File: src/rtl/uart_rx_cfg.sv
// uart_rx_cfg: configurable UART receiver.
// The serial line is synchronised, majority-voted over three samples and
// framed as start / data (LSB first) / optional parity / 1-2 stop bits.
// A finished frame and its status flags are held until the consumer takes it.
// Continuous low lines are reported as a break frame and then ignored until
// the line returns high.
module uart_rx_cfg #(
  parameter int CLKS_PER_BIT = 87,
  parameter int DATA_BITS    = 8,
  parameter int PARITY_MODE  = 0,
  parameter int STOP_BITS    = 1
) (
  input  logic                 i_Clock,
  input  logic                 i_Rst_n,
  input  logic                 rx_serial_input,
  input  logic                 rx_ready,
  output logic                 rx_data_valid,
  output logic [DATA_BITS-1:0] rx_output,
  output logic                 rx_parity_err,
  output logic                 rx_frame_err,
  output logic                 rx_overrun,
  output logic                 rx_break,
  output logic                 rx_busy
);

  localparam int                CNT_W    = $clog2(CLKS_PER_BIT);
  localparam logic [CNT_W-1:0]  MID      = CNT_W'((CLKS_PER_BIT - 1) / 2);
  localparam logic [CNT_W-1:0]  LAST     = CNT_W'(CLKS_PER_BIT - 1);
  localparam logic [2:0]        LAST_IDX = 3'(DATA_BITS - 1);
  localparam logic              ODD      = (PARITY_MODE == 2);
  localparam logic              LAST_STP = (STOP_BITS == 2);

  typedef enum logic [2:0] {
    S_IDLE, S_START, S_DATA, S_PARITY, S_STOP, S_BREAK_WAIT
  } state_t;

  state_t               state;
  logic [1:0]           sync_q;
  logic [2:0]           hist_q;
  logic [CNT_W-1:0]     cnt;
  logic [2:0]           idx;
  logic                 stop_idx;
  logic [DATA_BITS-1:0] shift_q;
  logic                 par_err_q;
  logic                 stop_err_q;
  logic                 first_stop_q;

  logic voted;
  logic complete;
  logic first_stop_now;
  logic frame_err_now;
  logic brk_now;

  // Two-flop synchroniser followed by a three-sample history for voting.
  // NOTE: sequential state uses non-blocking (<=) so every flop samples the
  // pre-edge value of its neighbours, giving a true shift register.
  always_ff @(posedge i_Clock or negedge i_Rst_n) begin
    if (!i_Rst_n) begin
      sync_q <= 2'b11;
      hist_q <= 3'b111;
    end else begin
      sync_q <= {sync_q[0], rx_serial_input};
      hist_q <= {hist_q[1:0], sync_q[1]};
    end
  end

  assign voted = (hist_q[0] & hist_q[1]) | (hist_q[0] & hist_q[2]) |
                 (hist_q[1] & hist_q[2]);

  // Per-frame results evaluated on the clock of the final stop sample.
  // NOTE: every output gets a default first so no latch is inferred.
  always_comb begin
    complete       = 1'b0;
    first_stop_now = first_stop_q;
    frame_err_now  = stop_err_q | ~voted;
    brk_now        = 1'b0;
    if (stop_idx == 1'b0) first_stop_now = voted;
    if (state == S_STOP && cnt == LAST && stop_idx == LAST_STP) complete = 1'b1;
    brk_now = (shift_q == '0) & ~first_stop_now;
  end

  // Receive FSM: bit timing, sampling, parity and stop-bit evaluation.
  always_ff @(posedge i_Clock or negedge i_Rst_n) begin
    if (!i_Rst_n) begin
      state        <= S_IDLE;
      cnt          <= '0;
      idx          <= '0;
      stop_idx     <= 1'b0;
      shift_q      <= '0;
      par_err_q    <= 1'b0;
      stop_err_q   <= 1'b0;
      first_stop_q <= 1'b1;
    end else begin
      case (state)
        S_IDLE: begin
          cnt      <= '0;
          idx      <= '0;
          stop_idx <= 1'b0;
          if (!sync_q[1]) state <= S_START;
        end
        S_START: begin
          if (cnt == MID) begin
            cnt   <= '0;
            state <= voted ? S_IDLE : S_DATA;
          end else begin
            cnt <= cnt + 1'b1;
          end
        end
        S_DATA: begin
          if (cnt == LAST) begin
            cnt          <= '0;
            shift_q[idx] <= voted;
            if (idx == LAST_IDX) begin
              idx   <= '0;
              state <= (PARITY_MODE != 0) ? S_PARITY : S_STOP;
            end else begin
              idx <= idx + 1'b1;
            end
          end else begin
            cnt <= cnt + 1'b1;
          end
        end
        S_PARITY: begin
          if (cnt == LAST) begin
            cnt       <= '0;
            par_err_q <= (^shift_q) ^ voted ^ ODD;
            state     <= S_STOP;
          end else begin
            cnt <= cnt + 1'b1;
          end
        end
        S_STOP: begin
          if (cnt == LAST) begin
            cnt <= '0;
            if (complete) begin
              stop_idx <= 1'b0;
              state    <= brk_now ? S_BREAK_WAIT : S_IDLE;
            end else begin
              stop_idx     <= 1'b1;
              stop_err_q   <= ~voted;
              first_stop_q <= voted;
            end
          end else begin
            cnt <= cnt + 1'b1;
          end
        end
        S_BREAK_WAIT: begin
          cnt <= '0;
          if (voted) state <= S_IDLE;
        end
        default: state <= S_IDLE;
      endcase
    end
  end

  // Holding registers: load on completion, release on a consumer handshake.
  always_ff @(posedge i_Clock or negedge i_Rst_n) begin
    if (!i_Rst_n) begin
      rx_data_valid <= 1'b0;
      rx_output     <= '0;
      rx_parity_err <= 1'b0;
      rx_frame_err  <= 1'b0;
      rx_overrun    <= 1'b0;
      rx_break      <= 1'b0;
    end else if (complete) begin
      rx_data_valid <= 1'b1;
      rx_output     <= shift_q;
      rx_parity_err <= (PARITY_MODE != 0) ? par_err_q : 1'b0;
      rx_frame_err  <= frame_err_now | brk_now;
      rx_break      <= brk_now;
      rx_overrun    <= rx_data_valid & ~rx_ready;
    end else if (rx_data_valid && rx_ready) begin
      rx_data_valid <= 1'b0;
    end
  end

  assign rx_busy = (state != S_IDLE);

endmodule
File: config.mk
export PLATFORM = sky130hd
export DESIGN_NAME = uart_rx_cfg
export DESIGN_NICKNAME = d
export VERILOG_FILES = /design/src/rtl/uart_rx_cfg.sv
export SDC_FILE = /design/constraint.sdc
export NUM_CORES = 1
export LEC_CHECK = 0
export BUFFER_PORTS_ARGS = -buffer_cell sky130_fd_sc_hd__buf_4
export CAP_MARGIN = 5
export CORE_UTILIZATION = 30
export CTS_CLUSTER_DIAMETER = 60
export CTS_CLUSTER_SIZE = 20
export DETAILED_ROUTE_END_ITERATION = 10
export PLACE_DENSITY = 0.51
export SLEW_MARGIN = 10
export SYNTH_ARGS = -nofsm -noshare
export SYNTH_HDL_FRONTEND = slang
export SYNTH_SLANG_ARGS = --single-unit
File: constraint.sdc
create_clock -name i_Clock -period 2.3 [get_ports i_Clock]
set_input_delay 0.115 -clock i_Clock [delete_from_list [all_inputs] [get_ports i_Clock]]
set_output_delay 0.115 -clock i_Clock [all_outputs]
set_load 0.005 [all_outputs]
==> reports/metrics.yaml <==
clock-root-buffer: "clkbuf_8"
cp.arrival_ns: 2.14
syn-cell-area_sq_mm: 0.00193
row_count: 28
p_sw_mw: 0.577
die-area_sq_mm: 0.00676
drv_cap: 0
synth_top_area_share_pct: 45.4
synth_cell_types: 44
pwr-share-comb_pct: 25.7
io_pins: 18
cts.clk_slew.worst_paths_ns: 0.08
maxSlewHeadroom_pct: 63.0
worst_pin_slew_ns: 0.555
cpPeakStageDelay_ns: 0.61
grt_pass1_vias: 1257
yosys_warnings: 0
antenna_found_initial: 0
p_sw_share_pct: 32.7
cts.sinks: 41
p_int_mw: 1.19
path_class: "reg -> reg"
fillers: 615
initial_utilization_pct: 31.8
drv_slew: 0
register_area_sq_mm: 0.00103
cts_tree: "built"
p_leak_nw: 1.03
dpl.hpwl_um: 2440
post-route-util_pct: 36.7
grt_overflow: 0
synth-seq-area-share_pct: 53.6
hold_path_class: "in -> reg"
vias: 1292
drt_iter0_drc: 85
worstSetupStartpointType: "flip-flop"
syn_to_final_growth_pct: 15.2
post-cts-setup-buffers: 0
tns_ns: 0
grt_start_max_net_pins: 42
core_area_sq_mm: 0.00606
avgSynthCellArea_sq_um: 11.1
gp_congestion: 0.755
outcome: "completed"
crit_fanout: 13
synth_fp_nets: 182
wire_per_inst_um: 13.3
drc: 0
clock_path_buffers: 2
required_ns: 2.47
pwr_density_cell_mw_per_mm2: 794
drt_wl_total_um: 3570
synth_top_area_cell: "dfrtp_1"
fp.dieW_um: 82.2
fin_crit_ns: 1.97
crit_path_end_kind: "flip-flop"
io_buffers: 16
clockPowerShare_pct: 26.4
power.share.sequential_pct: 47.9
finalNetCount: 200
drive_above_1_share_pct: 23.8
syn_inst: 174
finalSetupViolations: 0
viasPerCell: 4.82
period_share_pct: 85.6
ir_worst_vdd_uv: 295
ys_seq_elements: 41
crit_chain: "and4bb_1 > nand3_1 > or3_1 > mux2_1"
antenna_left: 0
multi_input_area_sq_um: 831
die_h_um: 82.2
fin_skew_ns: 0.00942
critPathTopFamily: "simple AND/OR/NAND/NOR gates"
rsz0062_at_grt: "false"
diodes: 0
cts_made_buffers: 5
grt_pass1_wl_um: 6120
cts_htree_levels: 2
critPathSlowestCell: "or3_1"
synthTopCellsByArea: "dfrtp_1 (45%), dfstp_2 (8.2%), mux2_2 (6.4%), mux2_1 (4.7%), nor2_1 (2.9%)"
path_buf_inv: 0
track_usage_pct: 12.1
ctsResizeCount: 0
drtPass1Iterations: 4
hold_viol: 0
fmax_mhz: 508
insertion_delay_ns: 0.30
worst min-delay path: stages:
cell      delay [ns]
buf_4           0.07
nand2b_1        0.11
o21ai_1         0.06
power groups by stage:
stage	sequential, mW	clock, mW	combinational, mW
final	0.844	0.466	0.453
after global placement	0.860	0	0.454
after floorplan	0.827	0	0.349
after CTS	0.845	0.493	0.458
after global routing	0.858	0.520	0.513
after detailed placement	0.858	0	0.452
routing by layer:
layer | vias up | track usage (%) | wire length [um]
met4 | 0 | 5.79 | 57
li1 | 651 | - | -
met1 | 620 | 17.2 | 1890
met2 | 16 | 17.3 | 1510
met5 | - | 0 | 0
met3 | 5 | 2.86 | 108
cells in the mapped netlist:
cell type  number
nor2b_1         1
nand3b_1        3
buf_2           1
a21o_1          1
clkbuf_1        7
nor3_1          3
conb_1          1
inv_1           4
a21boi_0        1
maj3_1          1
a21oi_1         5
buf_6           1
or2_2           1
o21ai_0         7
mux2_2         11
nand4_1         4
nor2_1         15
a211oi_1        1
nand2b_1        5
nor4_1          2
nor4_2          1
ha_1            4
mux2_1          8
and3_1          2
dfrtp_1        35
and4bb_1        1
or3_1           2
xor2_1          3
o31ai_1         2
buf_4           1
a22oi_1         2
a211o_1         1
o22ai_1         1
and4_1          1
and2_1          1
xnor2_1         2
dfstp_2         6
mux2i_1         2
nor3b_1         3
nor4b_1         1
nand3_1         5
o21ai_1         2
nor4bb_1        1
nand2_1        12
flip-flops by register name, summed over array words and instances (netlist names):
| register | flops |
|---|---|
| state | 3 |
| idx | 3 |
| stop_err_q | 1 |
| hist_q | 3 |
| shift_q | 8 |
| rx_output | 8 |
| rx_frame_err | 1 |
| first_stop_q | 1 |
| rx_break | 1 |
| cnt | 7 |
| rx_data_valid | 1 |
| stop_idx | 1 |
| rx_overrun | 1 |
| sync_q | 2 |
cells in the final DEF (no fill, tap or decap), drive strengths merged, types with 2 or more instances in the layout:
master       netlist  routed
dfrtp             35      35
mux2              19      19
o21ai              9       9
nand2b             5       5
xnor2              2       2
xor2               3       3
buf                3      19
nor4               3       3
and3               2       2
nor2              15      15
nand4              4       4
clkbuf             7       5
nor3b              3       3
ha                 4       4
clkinv             0       2
or3                2       2
dfstp              6       6
a21oi              5       5
nand2             12      12
nand3              5       5
o31ai              2       2
mux2i              2       2
a22oi              2       2
nor3               3       3
dlygate4sd3        0       2
inv                4       4
nand3b             3       3
repair_timing:
item / in CTS / in global routing
setup endpoints to repair: 0 / 0
hold buffers: 2 / 0
hold endpoints to repair: 36 / 0
through the flow:
stage / area (sq um) / hold WS (ns) / worst slack, ns / total power, mW / cells
detailed placement: 2120 / 0.135 / 0.314 / 1.31 / 258
global route: 2220 / 0.0923 / 0.193 / 1.89 / 268
floorplan: 1930 / -0.181 / 0.472 / 1.18 / 174
CTS: 2220 / 0.0860 / 0.300 / 1.80 / 268
finish: 2220 / 0.101 / 0.332 / 1.76 / 268
global placement: 2120 / 0.135 / 0.345 / 1.31 / 258
cell families (layout without fill, tap and decap cells):
group	count (synthesis)	count (layout)	synth area share, %
other	1	1	0.194
adder cells (fa/ha/maj)	5	5	3.11
AO/OA/AOI/OAI	23	23	7.13
AND/OR/NAND/NOR	64	64	18.2
multiplexers	21	21	12.1
XOR/XNOR	5	5	2.27
buffers and inverters	14	33	3.37
flip-flops	41	41	53.6
worst paths after layout:
| path | startpoint | end | slack (ns) | depth (start not counted) |
|---|---|---|---|---|
| max | cnt[3] | rx_output[7] | 0.33 | 4 |
| min | rx_ready | rx_overrun | 0.10 | 3 |
| max reg2reg | cnt[3] | rx_output[7] | 0.33 | 4 |
| min reg2reg | hist_q[1] | hist_q[2] | 0.36 | 0 |
| max in group asynchronous | i_Rst_n | hist_q[0] | 1.58 | 2 |
| min in group asynchronous | i_Rst_n | cnt[1] | 0.34 | 2 |
area by class of cell:
type                    count  share of cell area (%)
multi-input cells         119                    37.4
well taps                  75                    4.22
flip-flops and latches     41                    46.5
clock buffers               5                    3.10
repair buffers             21                    7.32
inverters                   4                   0.676
clock inverters             3                   0.788
No activity file was read; power rests on OpenSTA's default activity.
